## config.mk

```make
export PLATFORM = sky130hd
export DESIGN_NAME = mem_lsu
export DESIGN_NICKNAME = d
export VERILOG_FILES = /design/src/rtl/mem_lsu.sv
export SDC_FILE = /design/constraint.sdc
export NUM_CORES = 1
export LEC_CHECK = 0
export BUFFER_PORTS_ARGS = -buffer_cell sky130_fd_sc_hd__buf_4
export CAP_MARGIN = 20
export CORE_MARGIN = 2
export CORE_UTILIZATION = 48
export CTS_CLUSTER_DIAMETER = 150
export DETAILED_ROUTE_END_ITERATION = 16
export GPL_TIMING_DRIVEN = 0
export PLACE_DENSITY = 0.81
export RECOVER_POWER = 50
export SLEW_MARGIN = 20
export SYNTH_ARGS = -nofsm -noshare
export SYNTH_HDL_FRONTEND = slang
export SYNTH_SLANG_ARGS = --single-unit
```

## constraint.sdc

```tcl
create_clock -name clk_i -period 2.2 [get_ports clk_i]
set_input_delay 0.44 -clock clk_i [delete_from_list [all_inputs] [get_ports clk_i]]
set_output_delay 0.44 -clock clk_i [all_outputs]
set_load 0.01 [all_outputs]
```

## src/rtl/mem_lsu.sv

```systemverilog
// MEM-stage load/store unit: ALU results pass straight through, loads/stores
// run one req/ack bus transaction while the pipeline is stalled.
module mem_lsu #(
    parameter int TIMEOUT  = 16,
    parameter int TO_WIDTH = 5
) (
    input  logic        clk_i,
    input  logic        rst_ni,
    input  logic [4:0]  reg_waddr_i,
    input  logic        reg_we_i,
    input  logic [31:0] reg_wdata_i,
    input  logic        mem_re_i,
    input  logic        mem_we_i,
    input  logic [2:0]  mem_size_i,
    input  logic [31:0] mem_addr_i,
    input  logic [31:0] mem_wdata_i,
    output logic [4:0]  reg_waddr_o,
    output logic        reg_we_o,
    output logic [31:0] reg_wdata_o,
    output logic        stall_o,
    output logic        err_o,
    output logic        bus_req_o,
    output logic        bus_we_o,
    output logic [31:0] bus_addr_o,
    output logic [31:0] bus_wdata_o,
    output logic [3:0]  bus_be_o,
    input  logic        bus_ack_i,
    input  logic [31:0] bus_rdata_i
);
    typedef enum logic [1:0] {IDLE, BUS, DONE} state_t;

    state_t              state;
    logic [TO_WIDTH-1:0] cnt;
    logic                abort_q;
    logic [31:0]         load_q;
    logic                req_q;
    logic                we_q;
    logic [31:0]         addr_q;
    logic [31:0]         wdata_q;
    logic [3:0]          be_q;

    logic                access;
    logic [1:0]          lane;
    logic                is_byte;
    logic                is_half;
    logic                misaligned;
    logic [3:0]          be_n;
    logic [31:0]         wdata_n;
    logic [31:0]         shifted;
    logic [15:0]         half_sel;
    logic [31:0]         load_n;
    logic [TO_WIDTH-1:0] cnt_inc;
    logic                timed_out;

    assign access     = mem_re_i | mem_we_i;
    assign lane       = mem_addr_i[1:0];
    assign is_byte    = (mem_size_i[1:0] == 2'b00);
    assign is_half    = (mem_size_i[1:0] == 2'b01);
    assign misaligned = (is_half & lane[0]) | (~is_byte & ~is_half & (lane != 2'b00));

    assign shifted    = bus_rdata_i >> {lane, 3'b000};
    assign half_sel   = lane[1] ? bus_rdata_i[31:16] : bus_rdata_i[15:0];

    // The counter holds the number of BUS cycles already spent; abort on the
    // TIMEOUT-th one unless ack arrives in that same cycle.
    assign cnt_inc    = cnt + 1'b1;
    assign timed_out  = (TIMEOUT != 0) && (cnt_inc == TO_WIDTH'(TIMEOUT));

    always_comb begin
        // NOTE: every output of a combinational block gets a default first so no latch is inferred.
        be_n    = 4'b1111;
        wdata_n = mem_wdata_i;
        load_n  = bus_rdata_i;
        if (is_byte) begin
            be_n    = 4'b0001 << lane;
            wdata_n = {4{mem_wdata_i[7:0]}};
            load_n  = {{24{~mem_size_i[2] & shifted[7]}}, shifted[7:0]};
        end else if (is_half) begin
            be_n    = lane[1] ? 4'b1100 : 4'b0011;
            wdata_n = {2{mem_wdata_i[15:0]}};
            load_n  = {{16{~mem_size_i[2] & half_sel[15]}}, half_sel};
        end
    end

    // NOTE: sequential state uses non-blocking assignments so all registers update together.
    always_ff @(posedge clk_i or negedge rst_ni) begin
        if (!rst_ni) begin
            state   <= IDLE;
            cnt     <= '0;
            abort_q <= 1'b0;
            load_q  <= '0;
            req_q   <= 1'b0;
            we_q    <= 1'b0;
            addr_q  <= '0;
            wdata_q <= '0;
            be_q    <= '0;
        end else begin
            case (state)
                IDLE: begin
                    if (access && !misaligned) begin
                        req_q   <= 1'b1;
                        we_q    <= mem_we_i;
                        addr_q  <= {mem_addr_i[31:2], 2'b00};
                        wdata_q <= wdata_n;
                        be_q    <= be_n;
                        cnt     <= '0;
                        abort_q <= 1'b0;
                        state   <= BUS;
                    end
                end
                BUS: begin
                    cnt <= cnt_inc;
                    if (bus_ack_i) begin
                        load_q <= load_n;
                        req_q  <= 1'b0;
                        state  <= DONE;
                    end else if (timed_out) begin
                        req_q   <= 1'b0;
                        abort_q <= 1'b1;
                        state   <= DONE;
                    end
                end
                DONE:    state <= IDLE;
                default: state <= IDLE;
            endcase
        end
    end

    always_comb begin
        reg_waddr_o = reg_waddr_i;
        reg_wdata_o = reg_wdata_i;
        reg_we_o    = 1'b0;
        stall_o     = 1'b0;
        err_o       = 1'b0;
        case (state)
            IDLE: begin
                if (!access)        reg_we_o = reg_we_i;
                else if (misaligned) err_o   = 1'b1;
                else                 stall_o = 1'b1;
            end
            BUS: stall_o = 1'b1;
            DONE: begin
                if (abort_q) begin
                    err_o = 1'b1;
                end else if (!we_q) begin
                    reg_we_o    = reg_we_i;
                    reg_wdata_o = load_q;
                end
            end
            default: ;
        endcase
        // Reset must silence the pipeline handshake even while an access is presented.
        if (!rst_ni) begin
            reg_we_o = 1'b0;
            stall_o  = 1'b0;
            err_o    = 1'b0;
        end
    end

    assign bus_req_o   = req_q;
    assign bus_we_o    = we_q;
    assign bus_addr_o  = addr_q;
    assign bus_wdata_o = wdata_q;
    assign bus_be_o    = be_q;
endmodule

```

# Word-level counts from Yosys, hierarchy flattened
# Index checks and enable logic that the tools add are counted.
# totals
latch_bits	0
ram_bits	0
word_cells	81
memories	0
register_bits	108
input_bits	142
out_inout_bits	110
romBits	0
# classes
div	0
muxes	39
n_addsub	1
reduce_logical	12
n_eq_ne	8
n_bitwise	10
shifts	2
mul	0
n_lt_le_gt_ge	0
# op_table
cell	count
32-bit two-way mux	7
32-bit by 5-bit right shift with 8-bit output	1
1-bit two-way mux	17
16-bit two-way mux	1
4-bit two-way mux	3
1-bit case mux with 2 select lines	5
5-bit case mux with 2 select lines	1
2-bit AND reduction	4
2-bit two-way mux	3
2-bit != test (second input constant)	3
5-bit by 1-bit adder with 5-bit output (second input constant)	1
1-bit bitwise AND	5
5-bit equality test (second input constant)	1
5-bit two-way mux	1
2-bit by 1-bit equality test with 1-bit output (second input constant)	2
2-bit zero test	2
2-bit case mux with 2 select lines	1
4-bit AND reduction	1
2-bit nonzero test	2
1-bit by 2-bit left shift with 4-bit output (first input constant)	1
3-bit != test (second input constant)	1
1-bit NOT	3
3-bit AND reduction	1
2-bit equality test (second input constant)	1
other kinds (3)	4

# Longest topological paths before layout
# Gate-level depths: netlist (run 1).
# depth
depth_word	9
mapped_depth	8
ltp_nobuf	4

# Worst setup path before layout (run 1)
# No wires, ideal clock.
# synth_timing
path_type	register -> output
from	register state[0]
to	output reg_wdata_o[10]
setup_slack_ns	0.180
path_stages_with_launch	5
path_buffers	2
required_ns	1.760
arrival_ns	1.580
cell_sequence	dfrtp_1 -> buf_4 -> nor4b_2 -> buf_4 -> mux2_2
# synth_via
elab_chain_cells	2
# synth_lines
item	line_no	text
from (decl)	32	state_t state;
from (signal assigned)	88	state <= IDLE;
from (signal assigned)	108	state <= BUS;
from (signal assigned)	116	state <= DONE;
2-bit equality test	135	case (state)
32-bit two-way mux	135	
to (decl)	19	output logic [31:0] reg_wdata_o,
# No other way between the ends.

# Final worst setup path (run 1)
# layout_timing
from	register state[0]
to	output reg_wdata_o[14]
# Same word-level chain as after synthesis.

==> results of run 1 <==
[repair_timing]
action | in CTS | in global routing
setup endpoints to repair | 34 | 34
hold endpoints to repair | 0 | 0
setup buffers | 6 | 0
pin swaps | 1 | 1
gates cloned | 1 | 2
gates resized for setup | 53 | 23
[power by group through the flow]
stage | registers (mW) | clock network (mW) | logic [mW]
after detailed placement | 3.30 | 0 | 3.05
final | 3.31 | 1.77 | 3.09
after global placement | 3.27 | 0 | 2.96
after floorplan | 3.43 | 0 | 1.29
after CTS | 3.30 | 1.78 | 3.21
after global routing | 3.41 | 1.88 | 3.38
[logic make-up (layout without fill, tap and decap cells)]
family / Yosys count / after routing / synth area share
xor+xnor: 1 / 1 / 0.00155
mux: 67 / 67 / 0.128
fa+ha+maj: 1 / 1 / 0.00221
buf+inv: 60 / 324 / 0.0559
simple gates: 270 / 270 / 0.216
compound gates: 109 / 109 / 0.119
other cells: 1 / 2 / 0.000662
flops: 108 / 108 / 0.477
[cells in the final DEF, fill, tap and decap left out, drive strengths merged, types with 2 or more instances in the layout]
cell type,netlist,layout
and4,2,2
nor3,2,2
a221oi,8,8
o21ai,42,42
nand2,169,169
a32oi,3,3
clkinv,0,2
inv,5,6
mux2,37,37
a21o,2,2
a222oi,3,3
a22o,12,12
clkbuf,18,66
nor2b,4,4
a31oi,3,3
and3,4,4
nor3b,3,3
a21oi,30,30
and2,2,2
or4,2,2
nand3,38,38
o31ai,2,2
nand2b,3,3
or2,2,2
dfrtp,108,108
bufinv,0,2
mux2i,30,30
buf,37,247
conb,1,2
nand4,2,2
nor2,34,34
[worst max-delay path by stage]
stage / startpoint / to / slack (ns)
after global routing: state[0] / reg_wdata_o[14] / -0.27
after CTS: state[0] / reg_wdata_o[19] / -0.15
final: state[0] / reg_wdata_o[14] / -0.19
after detailed placement: state[0] / reg_wdata_o[10] / -0.38
after floorplan: state[0] / reg_wdata_o[10] / 0.18
after global placement: state[0] / reg_wdata_o[10] / -0.38
[registers in the layout, indices dropped and copies added, names as in the netlist]
| name | count |
|---|---|
| state | 2 |
| bus_addr_o | 30 |
| bus_we_o | 1 |
| abort_q | 1 |
| bus_wdata_o | 32 |
| bus_be_o | 4 |
| bus_req_o | 1 |
| load_q | 32 |
| cnt | 5 |
[metal layers]
| metal | vias to the layer above | wire, µm | global-route usage |
|---|---|---|---|
| met4 | 0 | 578 | 0.104 |
| met5 | - | 0 | 0 |
| met1 | 2778 | 7400 | 0.365 |
| met2 | 288 | 9700 | 0.499 |
| met3 | 45 | 1500 | 0.0680 |
| li1 | 2627 | - | - |
[final cells by class]
cell class	instances	area [µm²]
plain buffers	54	322
clock buffers	10	239
clock inverters	6	86.3
fillers	867	3230
inverters	5	18.8
multi-input cells	450	2780
flip-flops and latches	108	2700
well taps	143	179
repair buffers	249	1910
==> impl_metrics.csv, run 1 <==
group,metric,value,unit
setup_path,crit_path_top_delay_cell,"dfrtp_1",
setup_path,critical_path_required,1.76,ns
timing,maxSlewHeadroom,0.472,
synth,synth_cell_type_count,47,
route,drtIter0Drc,398,
clock_network,clock_sinks,108,
timing,setup_slack,-0.195,ns
setup_path,regToRegSetupSlack,0.34,ns
cells_and_area,nNetsFinal,1020,
route,drc,0,
place,pre_cts_ws,-0.382,ns
cells_and_area,finalNonFillerCells,1025,
setup_path,crit_type,"flop to primary output",
synth,synth_most_common_cell,"nand2_1",
setup_path,arrival,1.95,ns
power,clockPowerShare,0.216,
synth,ys_warn_count,0,
synth,postSynthCellCount,617,
route,vias,5738,
die,ios,252,
power,power_density,993,nW/µm²
route,routedWlPerCell,18.7,µm
setup_path,reg2reg_to,"load_q[22]",
timing,period_minus_slack,2.39,ns
clock_network,cts_tree,"yes",
cells_and_area,fin_area,8240,µm²
place,place_hpwl,13600,µm
setup_path,endpoint_kind,"primary output",
cells_and_area,antenna_cells,0,
die,die_w,113,µm
run_status,outcome,"finished with violations",
timing,skew,0.00292,ns
setup_path,cp_common_cell,"buf_6",
cells_and_area,utilization,0.718,
run_status,violations,"negative setup slack",
timing,worst_slew_pin_slew,0.792,ns
clock_network,clkLatencyLatePin,0.35,ns
power,p_sw,2.88,mW
timing,period_share,1.09,
timing,fin_tns_setup,-5.25,ns
setup_path,worstPathCellList,"nor4b_4, buf_6, clkbuf_16, mux2_4, buf_6",
synth,synthTopCellsByArea,"dfrtp_1 (48%), nand2_1 (11%), mux2_2 (7.0%), mux2i_1 (5.3%), o21ai_0 (3.5%)",
die,initial_utilization,0.494,
setup_path,worst-path-max-fanout,6,
timing,max_freq,0.418,GHz
power,power.total,8.18,mW
setup_path,reg2reg_depth,8,
hold_path,hold_class,"primary input to async pin",
synth,synthFlopType,"dfrtp_1",
global_route,antenna_found_initial,0,
synth,yosys_register_bits,108,
cells_and_area,syn_to_final_growth,45.4,%
synth,synth_common_cells,"nand2_1 (168), dfrtp_1 (108), o21ai_0 (40), mux2_2 (35), nor2_1 (33)",
cells_and_area,drive_above_1_share,0.362,
setup_path,worstReg2RegStart,"state[0]",
setup_path,crit_buf_inv,3,
die,core_area,11500,µm²
clock_network,cts_buffers,9,
timing,final_hold_viol_count,0,
clock_network,cts-htree-levels,3,
timing,timing.hold.ws,0.141,ns
synth,avgSynthCellArea,9.18,µm²
power,p_leak,4.21,nW
synth,postSynth.asyncResetShare,1.00,
clock_network,postCtsHoldBufs,0,
place,placedCellCount,1001,
route,first_pass_iters,5,
global_route,grt.total_usage,0.292,
route,detail-route-antenna-nets,0,
timing,slew_viol_final,0,
setup_path,start_kind,"flop",
global_route,grt_max_degree,112,
setup_path,critPathTopFamily,"buffers and inverters",
clock_network,path_clk_slew,0.07,ns
global_route,globalRoute.totalOverflow,0,
synth,yosysSeqAreaShare,0.477,
die,fp.dieH,113,µm
clock_network,cts-root-buf,"clkbuf_16",
place,portBuffers,240,
timing,rsz0062_at_grt,"true",
timing,setup_viol_count_final,33,
run,cap_viol_max_count,0,
place,gp_congestion,0.856,
route,via_per_inst,5.60,
power,ir_drop,0.000579,V
synth,synth_top_area_frac,0.477,
place,placedInstanceArea,7650,µm²
synth,synth-edff-count,0,
die,dieArea,12700,µm²
setup_path,cp.depth,5,
power,power_frac_comb,0.378,
power,switching_share,0.352,
power,p_seq_frac,0.405,
global_route,first_global_vias,5675,
synth,synth_top_area_cell,"dfrtp_1",
clock_network,cts_max_path_buffers,2,
global_route,grt_pass1_wl,29600,µm
die,placementRows,39,
route,routed_wl,19200,µm
power,p_int,5.30,mW
synth,syn_area,5670,µm²
setup_path,cpPeakStageDelay,0.43,ns
No activity file was read; power rests on OpenSTA's default activity.
==> run 2, diff against run 1 <==
--- a/config.mk
+++ b/config.mk
@@ -7,12 +7,13 @@
 export LEC_CHECK = 0
 export BUFFER_PORTS_ARGS = -buffer_cell sky130_fd_sc_hd__buf_4
 export CAP_MARGIN = 20
+export CORE_ASPECT_RATIO = 0.9
 export CORE_MARGIN = 2
-export CORE_UTILIZATION = 48
+export CORE_UTILIZATION = 47
 export CTS_CLUSTER_DIAMETER = 150
 export DETAILED_ROUTE_END_ITERATION = 16
 export GPL_TIMING_DRIVEN = 0
-export PLACE_DENSITY = 0.81
+export PLACE_DENSITY = 0.8
 export RECOVER_POWER = 50
 export SLEW_MARGIN = 20
 export SYNTH_ARGS = -nofsm -noshare
==> impl_metrics.csv, run 2 (synthesis results as in run 1) <==
group,metric,value,unit
setup_path,critical_path_required,1.76,ns
route,drc,0,
route,drtIter0Drc,625,
power,p_int,5.20,mW
route,routed_wl,18400,µm
setup_path,regToRegSetupSlack,0.34,ns
timing,skew,0.00684,ns
timing,period_minus_slack,2.33,ns
power,power_frac_comb,0.384,
global_route,globalRoute.totalOverflow,0,
clock_network,clkLatencyLatePin,0.35,ns
setup_path,reg2reg_to,"load_q[13]",
place,gp_congestion,0.934,
cells_and_area,antenna_cells,0,
run_status,outcome,"finished with violations",
power,p_leak,4.21,nW
die,fp.dieH,108,µm
power,switching_share,0.356,
clock_network,postCtsHoldBufs,0,
timing,setup_slack,-0.129,ns
global_route,grt.total_usage,0.284,
power,ir_drop,0.000609,V
timing,final_hold_viol_count,0,
power,p_sw,2.87,mW
route,via_per_inst,5.46,
clock_network,cts-root-buf,"clkbuf_16",
run,cap_viol_max_count,0,
die,initial_utilization,0.477,
timing,period_share,1.06,
clock_network,cts_buffers,9,
power,p_seq_frac,0.410,
timing,rsz0062_at_grt,"true",
die,dieArea,13000,µm²
route,detail-route-antenna-nets,0,
clock_network,cts_tree,"yes",
die,ios,252,
timing,fin_tns_setup,-3.55,ns
setup_path,worst-path-max-fanout,9,
cells_and_area,num-fill-cells,912,
cells_and_area,syn_to_final_growth,46.0,%
global_route,antenna_found_initial,0,
route,first_pass_iters,6,
cells_and_area,final_cell_mix,"buf_4 (182), nand2_1 (168), dfrtp_1 (108)",
setup_path,reg2reg_depth,7,
die,core_area,11900,µm²
clock_network,clock_sinks,108,
die,die_w,120,µm
setup_path,start_kind,"flop",
clock_network,cts_max_path_buffers,2,
run_status,violations,"negative setup slack",
timing,slew_viol_final,0,
cells_and_area,nNetsFinal,1019,
place,place_hpwl,13300,µm
power,clockPowerShare,0.206,
cells_and_area,drive_above_1_share,0.361,
global_route,grt_pass1_wl,28800,µm
power,power.total,8.07,mW
timing,setup_viol_count_final,33,
timing,max_freq,0.429,GHz
hold_path,hold_class,"primary input to async pin",
cells_and_area,final_common_cell,"buf_4",
die,placementRows,38,
setup_path,worstReg2RegStart,"state[0]",
clock_network,cts-htree-levels,3,
power,power_density,976,nW/µm²
setup_path,endpoint_kind,"primary output",
setup_path,crit_type,"flop to primary output",
global_route,first_global_vias,5616,
place,portBuffers,240,
global_route,grt_max_degree,112,
route,vias,5682,
timing,worst_slew_pin_slew,0.843,ns
route,routedWlPerCell,17.7,µm
clock_network,path_clk_slew,0.07,ns
timing,maxSlewHeadroom,0.438,
setup_path,arrival,1.89,ns
## run 2: how the worst max path moves through the flow
stage / endpoint / from / cells after the start
floorplan: reg_wdata_o[10] / state[0] / 4
global placement: reg_we_o / rst_ni / 3
detailed placement: reg_wdata_o[2] / state[0] / 5
CTS: reg_wdata_o[18] / state[0] / 6
global route: reg_wdata_o[2] / state[0] / 5
finish: reg_wdata_o[27] / state[1] / 6
## run 2: per-layer routing
| metal | track usage | routed length [µm] | vias to the layer above |
|---|---|---|---|
| li1 | - | - | 2631 |
| met1 | 0.355 | 7310 | 2725 |
| met2 | 0.481 | 9060 | 285 |
| met3 | 0.0717 | 1560 | 41 |
| met4 | 0.100 | 479 | 0 |
| met5 | 0 | 0 | - |
## run 2: stage by stage
step / instance area [µm²] / instances / hold slack [ns] / worst slack (ns) / utilization
after CTS: 8360 / 1041 / 0.188 / -0.128 / 0.703
after global routing: 8270 / 1041 / 0.209 / -0.214 / 0.696
after floorplan: 5670 / 618 / 0.144 / 0.180 / -
final: 8270 / 1041 / 0.120 / -0.129 / 0.696
after detailed placement: 7680 / 1018 / 0.464 / -0.335 / 0.646
after global placement: 7670 / 1018 / 0.460 / -0.404 / 0.645
## run 2: repair_timing
action,4_1_cts,5_1_grt
pin swaps,1,3
buffers inserted,5,0
gates resized for setup,76,10
gates cloned,2,1
setup endpoints to repair,33,34
## run 2: critical path, stage by stage, from the launching register on
cell,delay (ns)
dfrtp_1,0.32
buf_4,0.16
nor4b_4,0.25
buf_4,0.22
clkbuf_16,0.16
mux2_4,0.30
buf_6,0.12
## run 2: power groups by stage
stage	sequential, mW	combinational (mW)	clock [mW]
floorplan	3.43	1.29	0
global placement	3.27	2.96	0
detailed placement	3.30	3.06	0
CTS	3.30	3.27	1.69
global route	3.41	3.38	1.77
finish	3.31	3.10	1.67
## run 2: layout make-up
cell class,count,area (µm²),share of cell area
Clock buffer,11,243,0.0293
Buffer,54,327,0.0395
Sequential cell,108,2700,0.327
Tap cell,160,200,0.0242
Timing Repair Buffer,248,1920,0.232
Inverter,5,18.8,0.00227
Multi-Input combinational cell,450,2800,0.339
Clock inverter,5,60.1,0.00726
==> run 3, diff against run 2 <==
--- a/config.mk
+++ b/config.mk
@@ -5,6 +5,7 @@
 export SDC_FILE = /design/constraint.sdc
 export NUM_CORES = 1
 export LEC_CHECK = 0
+export ABC_AREA = 1
 export BUFFER_PORTS_ARGS = -buffer_cell sky130_fd_sc_hd__buf_4
 export CAP_MARGIN = 20
 export CORE_ASPECT_RATIO = 0.9
==> impl_metrics.csv, run 3 <==
group,metric,value,unit
route,drc,0,
cells_and_area,final_common_cell,"nand2_1",
synth,yosysSeqAreaShare,0.473,
synth,postSynth.asyncResetShare,1.00,
synth,synth_cell_type_count,25,
clock_network,cts-root-buf,"clkbuf_16",
die,initial_utilization,0.477,
synth,postSynthCellCount,773,
route,via_per_inst,4.97,
synth,ys_warn_count,0,
power,p_leak,4.36,nW
power,ir_drop,0.000579,V
place,placedCellCount,1177,
clock_network,postCtsHoldBufs,0,
setup_path,cpPeakStageDelay,0.37,ns
synth,synth-adder-area-share,0.00219,
route,drtIter0Drc,542,
place,place_hpwl,13900,µm
route,detail-route-antenna-nets,0,
global_route,antenna_found_initial,0,
synth,synth_top_area_frac,0.473,
synth,synth_top_family_by_area,"simple AND/OR/NAND/NOR gates",
clock_network,clkLatencyLatePin,0.35,ns
synth,synth_common_cells,"nand2_1 (379), dfrtp_1 (108), inv_1 (49), nor2_1 (42), mux2_2 (31)",
cells_and_area,finalNonFillerCells,1194,
clock_network,cts-htree-levels,3,
synth,synth_xor_area_frac,0,
route,vias,5929,
synth,yosys_register_bits,108,
cells_and_area,multi_input_area,2590,µm²
cells_and_area,utilization,0.660,
cells_and_area,num-fill-cells,1147,
synth,synth_most_common_cell,"nand2_1",
power,power_density,1020,nW/µm²
cells_and_area,antenna_cells,0,
power,power.total,8.09,mW
cells_and_area,drive_above_1_share,0.276,
setup_path,arrival,1.69,ns
cells_and_area,syn_to_final_growth,38.3,%
clock_network,cts_max_path_buffers,2,
timing,max_freq,0.470,GHz
setup_path,worst-path-max-fanout,10,
timing,fin_tns_setup,0,ns
timing,final_hold_viol_count,0,
synth,synth-simple-area-share,0.323,
place,gp_congestion,0.998,
timing,setup_viol_count_final,0,
global_route,grt.total_usage,0.283,
synth,synth_compound_area_frac,0.0615,
global_route,first_global_vias,5603,
setup_path,endpoint_kind,"primary output",
clock_network,path_clk_slew,0.07,ns
die,ios,252,
synth,synth_top_area_cell,"dfrtp_1",
setup_path,crit_path_top_delay_cell,"dfrtp_1",
die,placementRows,38,
synth,synth_mux_area_frac,0.0611,
timing,period_minus_slack,2.13,ns
global_route,globalRoute.totalOverflow,0,
synth,synthFlopType,"dfrtp_1",
clock_network,cts_tree,"yes",
route,routed_wl,18500,µm
setup_path,critical_path_required,1.76,ns
setup_path,start_kind,"flop",
setup_path,crit_type,"flop to primary output",
timing,rsz0062_at_grt,"true",
die,dieArea,13100,µm²
cells_and_area,final_cell_mix,"nand2_1 (378), buf_4 (209), dfrtp_1 (108)",
die,die_w,120,µm
setup_path,reg2reg_depth,6,
cells_and_area,nNetsFinal,1172,
synth,syn_area,5720,µm²
route,routedWlPerCell,15.5,µm
clock_network,clock_sinks,108,
run,cap_viol_max_count,0,
cells_and_area,area.sequential,2700,µm²
die,core_area,12000,µm²
setup_path,cp_common_cell,"buf_4",
hold_path,hold_class,"primary input to async pin",
synth,synth-edff-count,0,
clock_network,cts_buffers,9,
timing,maxSlewHeadroom,0.411,
timing,worst_slew_pin_slew,0.884,ns
cells_and_area,fin_area,7910,µm²
timing,slew_viol_final,0,
setup_path,cp-startpoint,"state[1]",
setup_path,worstReg2RegStart,"state[1]",
global_route,grt_pass1_wl,28900,µm
place,portBuffers,243,
synth,avgSynthCellArea,7.40,µm²
global_route,grt_max_degree,111,
synth,synthTopCellsByArea,"dfrtp_1 (47%), nand2_1 (25%), mux2_2 (6.1%), inv_1 (3.2%), nor2_1 (2.8%)",
timing,period_share,0.966,
setup_path,worstPathCellList,"inv_2, nor2_1, nand2_2, buf_4, mux2_2, buf_4",
route,first_pass_iters,5,
timing,skew,0.00749,ns
die,fp.dieH,109,µm
run_status,outcome,"finished clean",
place,placedInstanceArea,7750,µm²
==> run 3: cell count changes after synthesis, moves of 9 or more <==
cell / before / now
nand3_2: 10 / 1
a31oi_1: 3 / 18
inv_1: 5 / 49
a22o_1: 12 / 0
nor2_1: 33 / 42
a21oi_1: 30 / 21
mux2i_1: 30 / 0
nand2_1: 168 / 379
o21ai_0: 40 / 18
==> run 3: through the flow <==
step                hold WS, ns  worst slack (ns)
detailed placement        0.464          -0.00677
global route              0.276           -0.0115
floorplan                 0.144             0.532
global placement          0.461            -0.215
CTS                       0.268            0.0246
finish                    0.174            0.0743
==> run 3: cells by family after synthesis <==
logic type               after synthesis
AO/OA/AOI/OAI                         64
adder cells (fa/ha/maj)                1
buffers and inverters                100
flip-flops                           108
multiplexers                          31
other                                  1
AND/OR/NAND/NOR                      468
==> run 3: path summary, 6_finish.rpt <==
check	end	slack, ns
min in group clk_i	bus_addr_o[17]	0.28
min reg2reg	bus_addr_o[31]	0.48
min	load_q[17]	0.17
max	reg_wdata_o[29]	0.07
max in group asynchronous	bus_addr_o[19]	1.39
max reg2reg	load_q[2]	0.42
==> run 3: metal layers <==
metal,share of wire,up-vias,global-route usage
met4,0.022,0,0.0889
li1,-,2923,-
met3,0.068,26,0.0643
met1,0.45,2762,0.392
met5,0,-,0
met2,0.46,218,0.447
==> run 3: layout make-up <==
cell class              instances  area share
well taps                     160      0.0253
clock inverters                 5     0.00760
clock buffers                  11      0.0294
flip-flops and latches        108       0.342
plain buffers                  45      0.0331
inverters                      55      0.0264
repair buffers                244       0.209
multi-input cells             566       0.327
==> run 3: repair_timing <==
action	CTS	global route
buffers inserted	1	0
gates resized for setup	7	4
setup endpoints to repair	28	5
pin swaps	1	0
==> run 3: report_power, final <==
group / switching [mW] / internal, mW
sequential: 0.528 / 2.85
clock: 0.754 / 0.890
combinational: 1.74 / 1.32
total: 3.02 / 5.07
==> run 3: critical path: cells and delay by family (launching register included) <==
| family | cells | cell delay, ns |
|---|---|---|
| buf+inv | 3 | 0.41 |
| flops | 1 | 0.37 |
| mux | 1 | 0.35 |
| simple gates | 2 | 0.20 |
